[src/rtl/axi_sram_ctrl.sv]
// AXI4 slave front end for a single-port synchronous SRAM.
// The read and write channels share the macro. AW and AR are arbitrated
// round-robin once per burst. FIXED, INCR and WRAP bursts are broken into
// single-word accesses, and the controller generates the B and R responses.
module axi_sram_ctrl #(
    parameter int ID_WIDTH   = 8,
    parameter int ADDR_WIDTH = 16,
    parameter int DATA_WIDTH = 32,
    parameter int STRB_WIDTH = DATA_WIDTH / 8,
    parameter int MEM_AW     = ADDR_WIDTH - $clog2(STRB_WIDTH)
) (
    input  logic                  clk,
    input  logic                  rst,
    input  logic [ID_WIDTH-1:0]   s_axi_awid,
    input  logic [ADDR_WIDTH-1:0] s_axi_awaddr,
    input  logic [7:0]            s_axi_awlen,
    input  logic [2:0]            s_axi_awsize,
    input  logic [1:0]            s_axi_awburst,
    input  logic                  s_axi_awvalid,
    output logic                  s_axi_awready,
    input  logic [DATA_WIDTH-1:0] s_axi_wdata,
    input  logic [STRB_WIDTH-1:0] s_axi_wstrb,
    input  logic                  s_axi_wlast,
    input  logic                  s_axi_wvalid,
    output logic                  s_axi_wready,
    output logic [ID_WIDTH-1:0]   s_axi_bid,
    output logic [1:0]            s_axi_bresp,
    output logic                  s_axi_bvalid,
    input  logic                  s_axi_bready,
    input  logic [ID_WIDTH-1:0]   s_axi_arid,
    input  logic [ADDR_WIDTH-1:0] s_axi_araddr,
    input  logic [7:0]            s_axi_arlen,
    input  logic [2:0]            s_axi_arsize,
    input  logic [1:0]            s_axi_arburst,
    input  logic                  s_axi_arvalid,
    output logic                  s_axi_arready,
    output logic [ID_WIDTH-1:0]   s_axi_rid,
    output logic [DATA_WIDTH-1:0] s_axi_rdata,
    output logic [1:0]            s_axi_rresp,
    output logic                  s_axi_rlast,
    output logic                  s_axi_rvalid,
    input  logic                  s_axi_rready,
    output logic                  mem_en,
    output logic [STRB_WIDTH-1:0] mem_we,
    output logic [MEM_AW-1:0]     mem_addr,
    output logic [DATA_WIDTH-1:0] mem_wdata,
    input  logic [DATA_WIDTH-1:0] mem_rdata
);

    localparam int         OFFSET   = $clog2(STRB_WIDTH);
    localparam logic [2:0] MAX_SIZE = 3'(OFFSET);

    localparam logic [2:0] ST_IDLE     = 3'd0;
    localparam logic [2:0] ST_WRITE    = 3'd1;
    localparam logic [2:0] ST_WRESP    = 3'd2;
    localparam logic [2:0] ST_RD_ISSUE = 3'd3;
    localparam logic [2:0] ST_RD_DATA  = 3'd4;

    localparam logic [1:0] RESP_OKAY   = 2'b00;
    localparam logic [1:0] RESP_SLVERR = 2'b10;

    logic [2:0]            state;
    logic                  last_grant_wr;
    logic [ID_WIDTH-1:0]   cur_id;
    logic [ADDR_WIDTH-1:0] cur_addr;
    logic [7:0]            cur_len;
    logic [2:0]            cur_size;
    logic [1:0]            cur_burst;
    logic [7:0]            beat_cnt;
    logic                  wlast_err;

    logic                  grant_wr;
    logic                  grant_rd;
    logic                  burst_err;
    logic                  last_beat;
    logic                  w_beat;
    logic                  wrap_len_ok;
    logic [ADDR_WIDTH-1:0] bytes;
    logic [ADDR_WIDTH-1:0] wrap_mask;
    logic [ADDR_WIDTH-1:0] next_addr;

    // When both channels request, the side that was not served last wins.
    assign grant_wr = s_axi_awvalid && (!s_axi_arvalid || !last_grant_wr);
    assign grant_rd = s_axi_arvalid && (!s_axi_awvalid || last_grant_wr);

    assign s_axi_awready = (state == ST_IDLE) && grant_wr;
    assign s_axi_arready = (state == ST_IDLE) && grant_rd;

    assign wrap_len_ok = (cur_len == 8'd1) || (cur_len == 8'd3) ||
                         (cur_len == 8'd7) || (cur_len == 8'd15);
    assign burst_err   = (cur_size > MAX_SIZE) || (cur_burst == 2'b11) ||
                         ((cur_burst == 2'b10) && !wrap_len_ok);
    assign last_beat   = (beat_cnt == cur_len);
    assign w_beat      = (state == ST_WRITE) && s_axi_wvalid;

    assign bytes     = ADDR_WIDTH'(1) << cur_size;
    assign wrap_mask = (bytes * (ADDR_WIDTH'(cur_len) + ADDR_WIDTH'(1))) - ADDR_WIDTH'(1);

    // Compute the address of the following beat for the captured burst type.
    always_comb begin
        next_addr = cur_addr;
        case (cur_burst)
            2'b01:   next_addr = (cur_addr & ~(bytes - ADDR_WIDTH'(1))) + bytes;
            2'b10:   next_addr = (cur_addr & ~wrap_mask) | ((cur_addr + bytes) & wrap_mask);
            default: next_addr = cur_addr;
        endcase
    end

    assign s_axi_wready = (state == ST_WRITE);

    assign s_axi_bvalid = (state == ST_WRESP);
    assign s_axi_bid    = cur_id;
    assign s_axi_bresp  = (s_axi_bvalid && (burst_err || wlast_err)) ? RESP_SLVERR : RESP_OKAY;

    assign s_axi_rvalid = (state == ST_RD_DATA);
    assign s_axi_rid    = cur_id;
    assign s_axi_rdata  = (s_axi_rvalid && !burst_err) ? mem_rdata : '0;
    assign s_axi_rlast  = s_axi_rvalid && last_beat;
    assign s_axi_rresp  = (s_axi_rvalid && burst_err) ? RESP_SLVERR : RESP_OKAY;

    assign mem_en    = w_beat || (state == ST_RD_ISSUE);
    assign mem_we    = (w_beat && !burst_err) ? s_axi_wstrb : '0;
    assign mem_addr  = cur_addr[ADDR_WIDTH-1:OFFSET];
    assign mem_wdata = s_axi_wdata;

    // Main sequencer. It captures the granted request, then steps through
    // the burst one word per beat and returns to IDLE after the response.
    always_ff @(posedge clk or posedge rst) begin
        if (rst) begin
            state         <= ST_IDLE;
            last_grant_wr <= 1'b0;
            cur_id        <= '0;
            cur_addr      <= '0;
            cur_len       <= '0;
            cur_size      <= '0;
            cur_burst     <= '0;
            beat_cnt      <= '0;
            wlast_err     <= 1'b0;
        end else begin
            case (state)
                ST_IDLE: begin
                    if (s_axi_awready) begin
                        cur_id    <= s_axi_awid;
                        cur_addr  <= s_axi_awaddr;
                        cur_len   <= s_axi_awlen;
                        cur_size  <= s_axi_awsize;
                        cur_burst <= s_axi_awburst;
                        beat_cnt  <= '0;
                        wlast_err <= 1'b0;
                        state     <= ST_WRITE;
                    end else if (s_axi_arready) begin
                        cur_id    <= s_axi_arid;
                        cur_addr  <= s_axi_araddr;
                        cur_len   <= s_axi_arlen;
                        cur_size  <= s_axi_arsize;
                        cur_burst <= s_axi_arburst;
                        beat_cnt  <= '0;
                        state     <= ST_RD_ISSUE;
                    end
                end
                ST_WRITE: begin
                    if (s_axi_wvalid) begin
                        cur_addr <= next_addr;
                        beat_cnt <= beat_cnt + 8'd1;
                        if (s_axi_wlast != last_beat) begin
                            wlast_err <= 1'b1;
                        end
                        if (last_beat) begin
                            state <= ST_WRESP;
                        end
                    end
                end
                ST_WRESP: begin
                    if (s_axi_bready) begin
                        last_grant_wr <= 1'b1;
                        state         <= ST_IDLE;
                    end
                end
                ST_RD_ISSUE: begin
                    state <= ST_RD_DATA;
                end
                ST_RD_DATA: begin
                    if (s_axi_rready) begin
                        if (last_beat) begin
                            last_grant_wr <= 1'b0;
                            state         <= ST_IDLE;
                        end else begin
                            cur_addr <= next_addr;
                            beat_cnt <= beat_cnt + 8'd1;
                            state    <= ST_RD_ISSUE;
                        end
                    end
                end
                default: state <= ST_IDLE;
            endcase
        end
    end

endmodule

[config.mk]
export PLATFORM = sky130hd
export DESIGN_NAME = axi_sram_ctrl
export DESIGN_NICKNAME = d
export VERILOG_FILES = /design/src/rtl/axi_sram_ctrl.sv
export SDC_FILE = /design/constraint.sdc
export NUM_CORES = 1
export LEC_CHECK = 0
export CAP_MARGIN = 20
export CORE_MARGIN = 2
export CORE_UTILIZATION = 30
export CTS_CLUSTER_SIZE = 12
export DETAILED_ROUTE_END_ITERATION = 8
export PLACE_DENSITY = 0.55
export SKIP_LAST_GASP = 1
export SLEW_MARGIN = 20
export SYNTH_ARGS = -nofsm -noshare
export SYNTH_HDL_FRONTEND = slang
export SYNTH_SLANG_ARGS = --single-unit
[constraint.sdc]
create_clock -name clk -period 5.1 [get_ports clk]
set_input_delay 1.02 -clock clk [delete_from_list [all_inputs] [get_ports clk]]
set_output_delay 1.02 -clock clk [all_outputs]
set_load 0.01 [all_outputs]
### Word-level counts from Yosys, hierarchy flattened

Cells that the tools add are included.

* register bits after elaboration: 50
* input bits: 150
* output and inout port bits: 109

* add/subtract/negate cells: 6
* multiply operators: 1
* $lt $le $gt $ge: 1
* equal/unequal tests: 22
* shifts and indexed selects: 1
* muxes and demuxes: 41
* bitwise gates (word level): 6
* reduce and logical (&&, ||, !) cells: 35

Operator list (count)
* 2-to-1 mux 16 bit: 5
* 2-to-1 mux 8 bit: 9
* AND 16 bit: 3
* case mux 16 bit (3 select lines): 1
* adder 16 bit: 2
* 2-to-1 mux 32 bit: 1
* inverter 16 bit: 2
* case mux 16 bit (2 select lines): 1
* subtractor 16 x 1 -> 16 bit (second input constant): 2
* 2-to-1 mux 3 bit: 8
* case mux 8 bit (3 select lines): 1
* multiplier 16 x 9 -> 16 bit: 1
* bitwise OR 16 bit: 1
* << shifter 1 x 3 -> 16 bit (first input constant): 1
* case mux 3 bit (5 select lines): 1
* logical AND 1 bit: 11
* 2-to-1 mux 2 bit: 5
* inequality test 2 x 1 -> 1 bit (second input constant): 5
* AND reduction 5 bit: 2
* adder 8 x 1 -> 9 bit (second input constant): 1
* logical OR 1 bit: 9
* adder 8 x 1 -> 8 bit (second input constant): 1
* equality test 8 x 1 -> 1 bit (second input constant): 1
* equality test 8 x 2 -> 1 bit (second input constant): 1
* 21 further kinds: 38

### Longest topological paths before layout

* depth after elaboration: 10
* depth in mapped cells: 25
* mapped depth without buffers: 24

### Least setup slack after synthesis

Ideal clock, no wire load.

* kind: reg-to-reg
* start: register cur_size[1]
* end: register with a tool-made name
* library setup time: 121 ps
* arrival: 5504 ps
* required time: 4979 ps
* slack: -525 ps
* stages on the path, launching flop included: 23
* path buffers: 2
* period minus slack after synthesis: 5625 ps
* cells stage by stage: dfrtp_1 -> buf_6 -> clkbuf_1 -> or3_1 -> inv_2 -> nand2_1 -> fa_1 -> inv_1 -> fa_1 -> fa_1 -> fa_1 -> inv_1 -> fa_1 -> inv_1 -> ha_1 -> and2_1 -> nand3_1 -> a21oi_1 -> o22ai_1 -> o21ai_1 -> nor4b_1 -> nor4_1 -> o22a_1

RTL lines
* from (decl): RTL line 67 `logic [2:0] cur_size;`
* from (signal assigned): RTL line 146 `cur_size <= s_axi_awsize;`
* from (signal assigned): RTL line 155 `cur_size <= s_axi_arsize;`

==> flow_summary.json <==
{
  "synthCells": 974,
  "maxCapViolCount": 0,
  "path_clk_slew_ns": 0.08,
  "synth.avg_cell_area_sq_um": 7.63,
  "h-tree-depth": 2,
  "crit_arrival_ns": 5.63,
  "grt_max_degree": 46,
  "tightest_slew_ns": 0.864,
  "synth-edff-count": 0,
  "rows": 57,
  "synthesis.area_sq_mm": 0.00744,
  "grt_pass1_wl_mm": 40.0,
  "area_delta_synth_final_pct": 43.8,
  "firstDrtPassIters": 5,
  "cts.sinks": 50,
  "avgViaCountPerCell": 4.92,
  "worst_slack_ns": -0.301,
  "io_buffers": 192,
  "finalCoreUtilization_pct": 44.0,
  "synth_area_leader_cell": "dfrtp_1",
  "max_freq_mhz": 185,
  "cts_inserted_buffers": 5,
  "layout.nets": 1436,
  "synth_ff_type": "dfrtp_1",
  "antenna_found_initial": 1,
  "drtAntennaViolNets": 0,
  "path_class": "register to register",
  "r2r_setup_slack_ns": -0.30,
  "cts_tree": "done",
  "drt-initial-drc-count": 360,
  "ys_types": 66,
  "yosysMostFrequentCell": "nand2_1",
  "synth_warnings": 0,
  "slew_headroom_pct": 42.4,
  "grt_use_total_pct": 19.3,
  "die_area_sq_mm": 0.0261,
  "rsz0062_at_grt": "yes",
  "period_minus_slack_ns": 5.40,
  "clockBufferDepth": 2,
  "place_congestion": 0.881,
  "clock_latency_ns": 0.30,
  "place_area_sq_mm": 0.0100,
  "wl_per_cell_um": 16.7,
  "start_util_pct": 30.6,
  "fillers": 2470,
  "stdcell_area_sq_mm": 0.0107,
  "core_sq_mm": 0.0243,
  "drv_slew": 0,
  "setup_viol": 8,
  "dieWidth_um": 161,
  "synth-async-reset-ratio_pct": 100,
  "violations": "negative setup slack",
  "die_height_um": 161,
  "post-route-period-util_pct": 106,
  "start_kind": "register",
  "cp-end-kind": "register",
  "finClkSkew_ns": 0.00779,
  "dp.final_hpwl_mm": 20.7,
  "grt_overflow": 0,
  "worstHoldPathType": "register to register",
  "grt_pass1_vias": 7542,
  "via_count": 7403,
  "io_pins": 259,
  "ys_top_cells_by_count": "nand2_1, nor2_1, inv_1",
  "wl_mm": 25.2,
  "cts_hold_buf": 0,
  "yosysTopAreaCellShare_pct": 16.8,
  "ys_ff_latch": 50,
  "crit_fanout": 5,
  "ys_top_cells_by_area": "dfrtp_1, fa_1, ha_1",
  "crit_required_ns": 5.33,
  "outcome": "finished with violations",
  "hold_viol": 0,
  "drive_above_1_share_pct": 18.7,
  "ys_seq_area_share_pct": 16.8,
  "whs_ns": 0.528,
  "drc": 0,
  "root_buffer": "clkbuf_16"
}
-- layout by cell type (no fill, tap or decap), types with 14 or more instances in the layout --
| master | synthesis | routed |
|---|---|---|
| nand2_1 | 126 | 118 |
| xnor2_1 | 37 | 30 |
| nor3_1 | 21 | 17 |
| and2_1 | 42 | 41 |
| dfrtp_1 | 50 | 45 |
| o22ai_1 | 17 | 16 |
| a31oi_1 | 25 | 25 |
| nor2_1 | 102 | 95 |
| nand2b_1 | 19 | 15 |
| o21ai_0 | 43 | 36 |
| buf_4 | 58 | 100 |
| nand3_1 | 19 | 17 |
| ha_1 | 60 | 49 |
| inv_1 | 81 | 72 |
| inv_2 | 6 | 14 |
| fa_1 | 47 | 46 |
| a21oi_1 | 41 | 37 |
| clkdlybuf4s50_1 | 0 | 192 |
-- layout make-up --
| type | count | area [sq um] | share of cell area, % |
|---|---|---|---|
| antenna | 1 | 2.50 | 0.0234 |
| clock buffer | 6 | 139 | 1.30 |
| clock inverter | 2 | 38.8 | 0.363 |
| inverter | 87 | 332 | 3.10 |
| multi-input combinational | 736 | 5750 | 53.8 |
| sequential | 50 | 1260 | 11.8 |
| tap | 324 | 405 | 3.79 |
| timing repair buffer | 299 | 2770 | 25.9 |
-- through the flow --
stage	setup slack (ns)	std cells	setup TNS [ns]
after global routing	-0.488	1505	-3.58
final	-0.301	1505	-1.54
after floorplan	-0.120	975	-0.348
after detailed placement	-0.358	1486	-1.96
after CTS	-0.255	1500	-1.31
after global placement	-0.284	1486	-1.70
-- per-layer routing --
metal	GRT usage (%)	vias up	wire, um
met5	0	-	0
li1	-	3606	-
met2	34.1	229	12500
met1	25.1	3533	11000
met3	2.57	35	1270
met4	4.55	0	454
-- cells by family after synthesis --
group / Yosys count / share of synthesized area (%)
adders and majority gates: 107 / 22.7
DFF: 50 / 16.8
muxes: 9 / 1.28
AOI/OAI and AO/OA: 189 / 16.5
buffers and inverters: 189 / 12.8
xor gates and xnor gates: 53 / 6.24
other: 1 / 0.0504
and+or+nand+nor: 376 / 23.6
-- worst max-delay path: stages, from the launching register on --
cell and delay, ns:
dfrtp_2 0.47, buf_12 0.15, ha_4 0.24, nand2b_4 0.14
fa_1 0.50, inv_1 0.05, fa_1 0.47, inv_1 0.05
fa_1 0.47, inv_1 0.05, fa_1 0.47, inv_1 0.05
fa_1 0.49, inv_2 0.05, ha_4 0.30, nand2_2 0.07
o21ai_2 0.18, nand2_2 0.09, o211ai_1 0.23, xor2_1 0.33
o2111ai_2 0.17, a21oi_1 0.17, a2bb2oi_1 0.16
-- final timing paths --
check | from | cells past startpoint | to
max | cur_len[0] | 22 | register
min | wlast_err | 2 | wlast_err
max reg2reg | cur_len[0] | 22 | register
min reg2reg | wlast_err | 2 | wlast_err
max in group asynchronous | rst | 3 | async pin
min in group asynchronous | rst | 2 | async pin
-- what timing repair did --
item                                    4_1_cts  5_1_grt
buffers inserted                              6        4
pin swaps                                    27       24
cloned                                        0        0
endpoints found under the setup margin        9       12
resized for setup                            33       41
Power is not shown: default switching activity piles up to over one toggle a cycle in this logic, so the estimate is an artifact.
